**src/rtl/shift_mult_ctrl_if.sv**
```systemverilog
// Handshake/bus bundle for the serial shift multiplier sequencer.
// Parameter W: operand width (product width PW = 2*W).
// master modport: operand front-end / bench side (drives start, flags, parallel contents).
// slave modport:  shift_mult_ctrl side (drives clear, shift enables, product stream).
interface shift_mult_ctrl_if #(parameter int W = 11);
    localparam int PW = 2 * W;

    logic          start;
    logic          fx;
    logic          fy;
    logic [W-1:0]  x_par;
    logic [W-1:0]  y_par;
    logic          op_clr;
    logic          sx;
    logic          sy;
    logic          busy;
    logic [PW-1:0] product;
    logic          p_out;
    logic          p_valid;
    logic          done;

    modport master (
        output start, fx, fy, x_par, y_par,
        input  op_clr, sx, sy, busy, product, p_out, p_valid, done
    );

    modport slave (
        input  start, fx, fy, x_par, y_par,
        output op_clr, sx, sy, busy, product, p_out, p_valid, done
    );
endinterface

```
**src/rtl/shift_mult_ctrl.sv**
```systemverilog
// Sequencer for the serial shift multiplier: clears and fills the X/Y operand
// shifters, runs a W-cycle unsigned shift-add multiply, streams the 2W-bit
// product out MSB-first and pulses done.
// Ports:
//   clk      rising-edge clock
//   rst      synchronous active-high reset
//   bus      shift_mult_ctrl_if.slave
//            in : start, fx, fy, x_par[W-1:0], y_par[W-1:0]
//            out: op_clr, sx, sy, busy, product[2W-1:0], p_out, p_valid, done
//
// state   | meaning
// --------+-----------------------------------------------------------
// S_IDLE  | waiting for start, all strobes low
// S_CLEAR | one-cycle op_clr pulse to both shifters
// S_LOAD  | shift operands in until both full flags are high
// S_MULT  | W shift-add iterations on P
// S_SHOUT | stream product MSB-first, 2W cycles
// S_DONE  | one-cycle done pulse
module shift_mult_ctrl #(
    parameter int W = 11
) (
    input  logic              clk,
    input  logic              rst,
    shift_mult_ctrl_if.slave  bus
);
    localparam int PW = 2 * W;
    localparam int CW = $clog2(PW + 1);

    typedef enum logic [2:0] {
        S_IDLE,
        S_CLEAR,
        S_LOAD,
        S_MULT,
        S_SHOUT,
        S_DONE
    } state_t;

    state_t          state;
    state_t          state_nxt;
    logic [PW-1:0]   p_reg;
    logic [PW-1:0]   product_q;
    logic [W-1:0]    mcand;
    logic [CW-1:0]   cnt;
    logic [W:0]      sum;
    logic [PW-1:0]   p_step;
    logic            mult_last;
    logic            shout_last;
    logic            load_ready;

    // The carry out of the upper-half add becomes the new MSB after the shift.
    always_comb begin
        sum    = {1'b0, p_reg[PW-1:W]} + (p_reg[0] ? {1'b0, mcand} : {(W+1){1'b0}});
        p_step = {sum, p_reg[W-1:1]};
    end

    // cnt counts up through MULT, then is reloaded and counts down through SHOUT
    // so that it doubles as the product bit index.
    assign mult_last  = (cnt == CW'(W - 1));
    assign shout_last = (cnt == '0);
    assign load_ready = bus.fx && bus.fy;

    always_ff @(posedge clk) begin
        if (rst) begin
            state <= S_IDLE;
        end else begin
            state <= state_nxt;
        end
    end

    always_comb begin
        state_nxt   = state;
        bus.op_clr  = 1'b0;
        bus.sx      = 1'b0;
        bus.sy      = 1'b0;
        bus.busy    = 1'b1;
        bus.p_valid = 1'b0;
        bus.p_out   = 1'b0;
        bus.done    = 1'b0;
        case (state)
            S_IDLE: begin
                bus.busy = 1'b0;
                if (bus.start) begin
                    state_nxt = S_CLEAR;
                end
            end
            S_CLEAR: begin
                bus.op_clr = 1'b1;
                state_nxt  = S_LOAD;
            end
            S_LOAD: begin
                // Each shifter stops on its own flag.
                bus.sx = !bus.fx;
                bus.sy = !bus.fy;
                if (load_ready) begin
                    state_nxt = S_MULT;
                end
            end
            S_MULT: begin
                if (mult_last) begin
                    state_nxt = S_SHOUT;
                end
            end
            S_SHOUT: begin
                bus.p_valid = 1'b1;
                bus.p_out   = product_q[cnt];
                if (shout_last) begin
                    state_nxt = S_DONE;
                end
            end
            S_DONE: begin
                bus.done  = 1'b1;
                state_nxt = S_IDLE;
            end
            default: begin
                state_nxt = S_IDLE;
            end
        endcase
    end

    always_ff @(posedge clk) begin
        if (rst) begin
            p_reg     <= '0;
            product_q <= '0;
            mcand     <= '0;
            cnt       <= '0;
        end else begin
            case (state)
                S_LOAD: begin
                    if (load_ready) begin
                        mcand <= bus.x_par;
                        p_reg <= {{W{1'b0}}, bus.y_par};
                        cnt   <= '0;
                    end
                end
                S_MULT: begin
                    p_reg <= p_step;
                    if (mult_last) begin
                        product_q <= p_step;
                        cnt       <= CW'(PW - 1);
                    end else begin
                        cnt <= cnt + CW'(1);
                    end
                end
                S_SHOUT: begin
                    if (!shout_last) begin
                        cnt <= cnt - CW'(1);
                    end
                end
                default: begin
                end
            endcase
        end
    end

    assign bus.product = product_q;
endmodule

```
**src/flat_wrapper.sv**
```systemverilog
// flat-port wrapper written by rule: the top's interface ports become plain ports
module shift_mult_ctrl_flat 
#(
    parameter int W = 11
)
  (clk, rst, bus_start, bus_fx, bus_fy, bus_x_par, bus_y_par, bus_op_clr, bus_sx, bus_sy, bus_busy, bus_product, bus_p_out, bus_p_valid, bus_done);
  shift_mult_ctrl_if #(.W(W)) bus_i ();
  input  logic clk;
  input  logic rst;
  input wire logic [$bits(bus_i.start)-1:0] bus_start;
  input wire logic [$bits(bus_i.fx)-1:0] bus_fx;
  input wire logic [$bits(bus_i.fy)-1:0] bus_fy;
  input wire logic [$bits(bus_i.x_par)-1:0] bus_x_par;
  input wire logic [$bits(bus_i.y_par)-1:0] bus_y_par;
  output wire logic [$bits(bus_i.op_clr)-1:0] bus_op_clr;
  output wire logic [$bits(bus_i.sx)-1:0] bus_sx;
  output wire logic [$bits(bus_i.sy)-1:0] bus_sy;
  output wire logic [$bits(bus_i.busy)-1:0] bus_busy;
  output wire logic [$bits(bus_i.product)-1:0] bus_product;
  output wire logic [$bits(bus_i.p_out)-1:0] bus_p_out;
  output wire logic [$bits(bus_i.p_valid)-1:0] bus_p_valid;
  output wire logic [$bits(bus_i.done)-1:0] bus_done;
  assign bus_i.start = bus_start;
  assign bus_i.fx = bus_fx;
  assign bus_i.fy = bus_fy;
  assign bus_i.x_par = bus_x_par;
  assign bus_i.y_par = bus_y_par;
  assign bus_op_clr = bus_i.op_clr;
  assign bus_sx = bus_i.sx;
  assign bus_sy = bus_i.sy;
  assign bus_busy = bus_i.busy;
  assign bus_product = bus_i.product;
  assign bus_p_out = bus_i.p_out;
  assign bus_p_valid = bus_i.p_valid;
  assign bus_done = bus_i.done;
  shift_mult_ctrl #(.W(W)) u_core (.clk(clk), .rst(rst), .bus(bus_i));
endmodule
```
**config.mk**
```make
export PLATFORM = sky130hd
export DESIGN_NAME = shift_mult_ctrl_flat
export DESIGN_NICKNAME = d
export VERILOG_FILES = /design/src/rtl/shift_mult_ctrl_if.sv /design/src/rtl/shift_mult_ctrl.sv /design/src/flat_wrapper.sv
export SDC_FILE = /design/constraint.sdc
export NUM_CORES = 1
export LEC_CHECK = 0
export ABC_CLOCK_PERIOD_IN_PS = 2500
export BUFFER_PORTS_ARGS = -buffer_cell sky130_fd_sc_hd__buf_2
export CORE_ASPECT_RATIO = 1.1
export CORE_MARGIN = 2
export CORE_UTILIZATION = 27
export CTS_BUF_LIST = sky130_fd_sc_hd__clkbuf_8
export DETAILED_ROUTE_END_ITERATION = 8
export SETUP_SLACK_MARGIN = 0.2
export SYNTH_ARGS = -nofsm -noshare
export SYNTH_HDL_FRONTEND = slang
export SYNTH_SLANG_ARGS = --single-unit
```
**constraint.sdc**
```tcl
create_clock -name clk -period 2.5 [get_ports clk]
set_input_delay 0.125 -clock clk [delete_from_list [all_inputs] [get_ports clk]]
set_output_delay 0.125 -clock clk [all_outputs]
set_load 0.02 [all_outputs]
```
==> results.toml <==
[detailed_routing]
first_pass_iters = 4
routed_wl_um = 9240
drtAntennaViolNets = 0
num_vias = 3205
viasPerCell = 4.98
post-route-drc-count = 0
drt_iter0_drc = 170
wl_per_cell_um = 14.4

[sta]
holdWs_ns = 0.0213
rsz0062_at_grt = "yes"
setup_viol = 0
hold_viol = 0
fin_ws_ns = 0.293
worst-slew-pin-transition_ns = 0.502
post-route-period-util_pct = 88.3
fmax_mhz = 453
tns_ns = 0
finalCriticalPeriod_ns = 2.21
skew_ns = 0.0110
slew_headroom_pct = 66.5
drv_slew = 0

[clock_tree]
h-tree-depth = 3
clkTransAtPathRegs_ns = 0.08
cts_tree = "yes"
cts_hold_buf = 0
numCtsBuffers = 9
insertion_delay_ns = 0.34
clkSinkCount = 63
clk_path_buf_depth = 2
cts_root_buf = "clkbuf_8"

[cells_and_area]
layout-drive-gt1-share_pct = 22.2
layout.nets = 523
syn_to_final_growth_pct = 20.0
num_antenna_cells = 0
final_common_cell = "nand2_1"
final_util_pct = 32.9
final_cell_mix = "nand2_1, dfxtp_1, buf_2"

[yosys]
synthArstFlopShare_pct = 0
syn_avg_cell_area_um2 = 8.00
synth_area_mm2 = 0.00344
ys_types = 59
synth_compound_area_share_pct = 21.6
synthAdderAreaFrac_pct = 5.67
synth_top_family_by_area = "simple AND/OR/NAND/NOR gates"
syn_nets = 472
synthMuxAreaShare_pct = 5.27
yosysWarnings = 0
syn_inst = 430
synth-main-ff-cell = "dfxtp_1"
ys_seq_elements = 63
synth_edf_count = 0
synth_xor_area_share_pct = 1.27
yosys.area_share.simple_pct = 24.5
ys_seq_area_share_pct = 36.7

[power]
vdd_drop_max_uv = 178
p_leak_nw = 1.63
powerDensity_mw_per_mm2 = 509

[floorplan]
core_area_mm2 = 0.0125
die_area_mm2 = 0.0137
placementRows = 43
dieHeight_um = 122
ios = 56
die_width_um = 112
initial_core_util_pct = 27.4

[worst_hold_path]
hold_path_depth = 3
holdCritStartpoint = "bus_x_par[10]"
min_to = "u_core.mcand[10]"
holdCritPathClass = "input pin to flop"

[worst_setup_path]
critPathMaxFanout = 6
r2r_start = "u_core.p_reg[0]"
cp.required_ns = 2.38
critPathLaunchType = "flop"
end_kind = "output port"
worstSetupPathType = "flop to output port"
ff2ff_path_depth = 8
crit_arrival_ns = 2.08
reg2reg_to = "u_core.bus.product[20]"
ff2ff_setup_slack_ns = 0.32

[global_routing]
grt_max_degree = 42
grt_antenna_before_repair = 0
grt_pass1_wl_um = 14800
grt_pass1_vias = 3037
track_usage_pct = 13.4
grt_overflow = 0

[placed_design]
place_congestion = 0.857
dp_hpwl_um = 6850
port-buffer-count = 55
dp_slack_ns = 0.148

[run]
maxCapViolCount = 0

[status]
status = "completed"
-- how the worst max path moves through the flow --
| stage | startpoint | end | slack [ns] | cells after the start |
|---|---|---|---|---|
| finish | u_core.cnt[0] | bus_p_out | 0.29 | 5 |
| global route | u_core.p_reg[0] | u_core.bus.product[18] | 0.20 | 8 |
| CTS | u_core.cnt[0] | bus_p_out | 0.20 | 5 |
| detailed placement | u_core.p_reg[0] | u_core.p_reg[20] | 0.15 | 8 |
| global placement | u_core.p_reg[0] | u_core.bus.product[20] | 0.19 | 8 |
| floorplan | u_core.p_reg[0] | u_core.p_reg[20] | 0.25 | 9 |
-- cell type report --
| class | count | area (um2) |
|---|---|---|
| Clock buffer | 10 | 138 |
| Clock inverter | 6 | 67.6 |
| Fill cell | 1377 | 8410 |
| Inverter | 8 | 35.0 |
| Multi-Input combinational cell | 329 | 2020 |
| Sequential cell | 63 | 1270 |
| Tap cell | 157 | 196 |
| Timing Repair Buffer | 70 | 407 |
-- where the power goes --
group / internal [mW] / switching [mW] / total (mW)
clock: 0.491 / 0.420 / 0.911
combinational: 0.0589 / 0.0889 / 0.148
sequential: 1.02 / 0.0221 / 1.04
-- cells by family (layout without fill, tap and decap cells) --
logic type                 Yosys count  in the layout
AOI/OAI and AO/OA                  114            114
adders and majority gates           15             15
and+or+nand+nor                    186            186
xor gates and xnor gates             5              5
muxes                                9              9
DFF                                 63             63
buffers and inverters               38             94
-- through the flow --
stage,std cells,instance area [um2],total power [mW]
floorplan,430,3440,1.16
global route,643,4130,2.19
global placement,624,3880,1.21
CTS,642,4110,2.13
finish,643,4130,2.10
detailed placement,624,3880,1.21
-- cell usage after synthesis, drive strengths merged (4+ instances only) --
master / n / area [um2]
nand2: 93 / 349
o21ai: 13 / 65.1
nor3: 7 / 35.0
ha: 14 / 175
a31oi: 4 / 25.0
or3: 5 / 31.3
a21oi: 52 / 260
a211oi: 5 / 37.5
mux4: 6 / 150
a311oi: 11 / 96.3
and2: 12 / 75.1
nor2: 37 / 139
a21o: 4 / 30.0
dfxtp: 63 / 1260
nand3: 12 / 60.1
buf: 12 / 68.8
clkbuf: 18 / 67.6
inv: 7 / 26.3
-- per-layer routing --
| layer | global-route usage (%) | share of wire (%) | up-vias | wire length, um |
|---|---|---|---|---|
| met3 | 2.81 | 3.1 | 13 | 282 |
| met2 | 22.9 | 49 | 52 | 4500 |
| met4 | 5.02 | 2.2 | 0 | 204 |
| met1 | 16.6 | 46 | 1508 | 4240 |
| li1 | - | - | 1632 | - |
| met5 | 0 | 0 | - | 0 |
-- timing repair --
action | 4_1_cts | 5_1_grt
endpoints found under the setup margin | 4 | 8
endpoints found under the hold margin | 0 | 0
gates resized for setup | 4 | 12
setup buffers | 2 | 1
pin swaps | 0 | 7
-- worst max-delay path, cell delays in order (launching register included) --
cell	delay, ns
dfxtp_4	0.41
mux4_2	0.51
mux4_2	0.48
a21oi_2	0.13
nor2_1	0.05
buf_4	0.17
No activity file was read; power rests on OpenSTA's default activity.
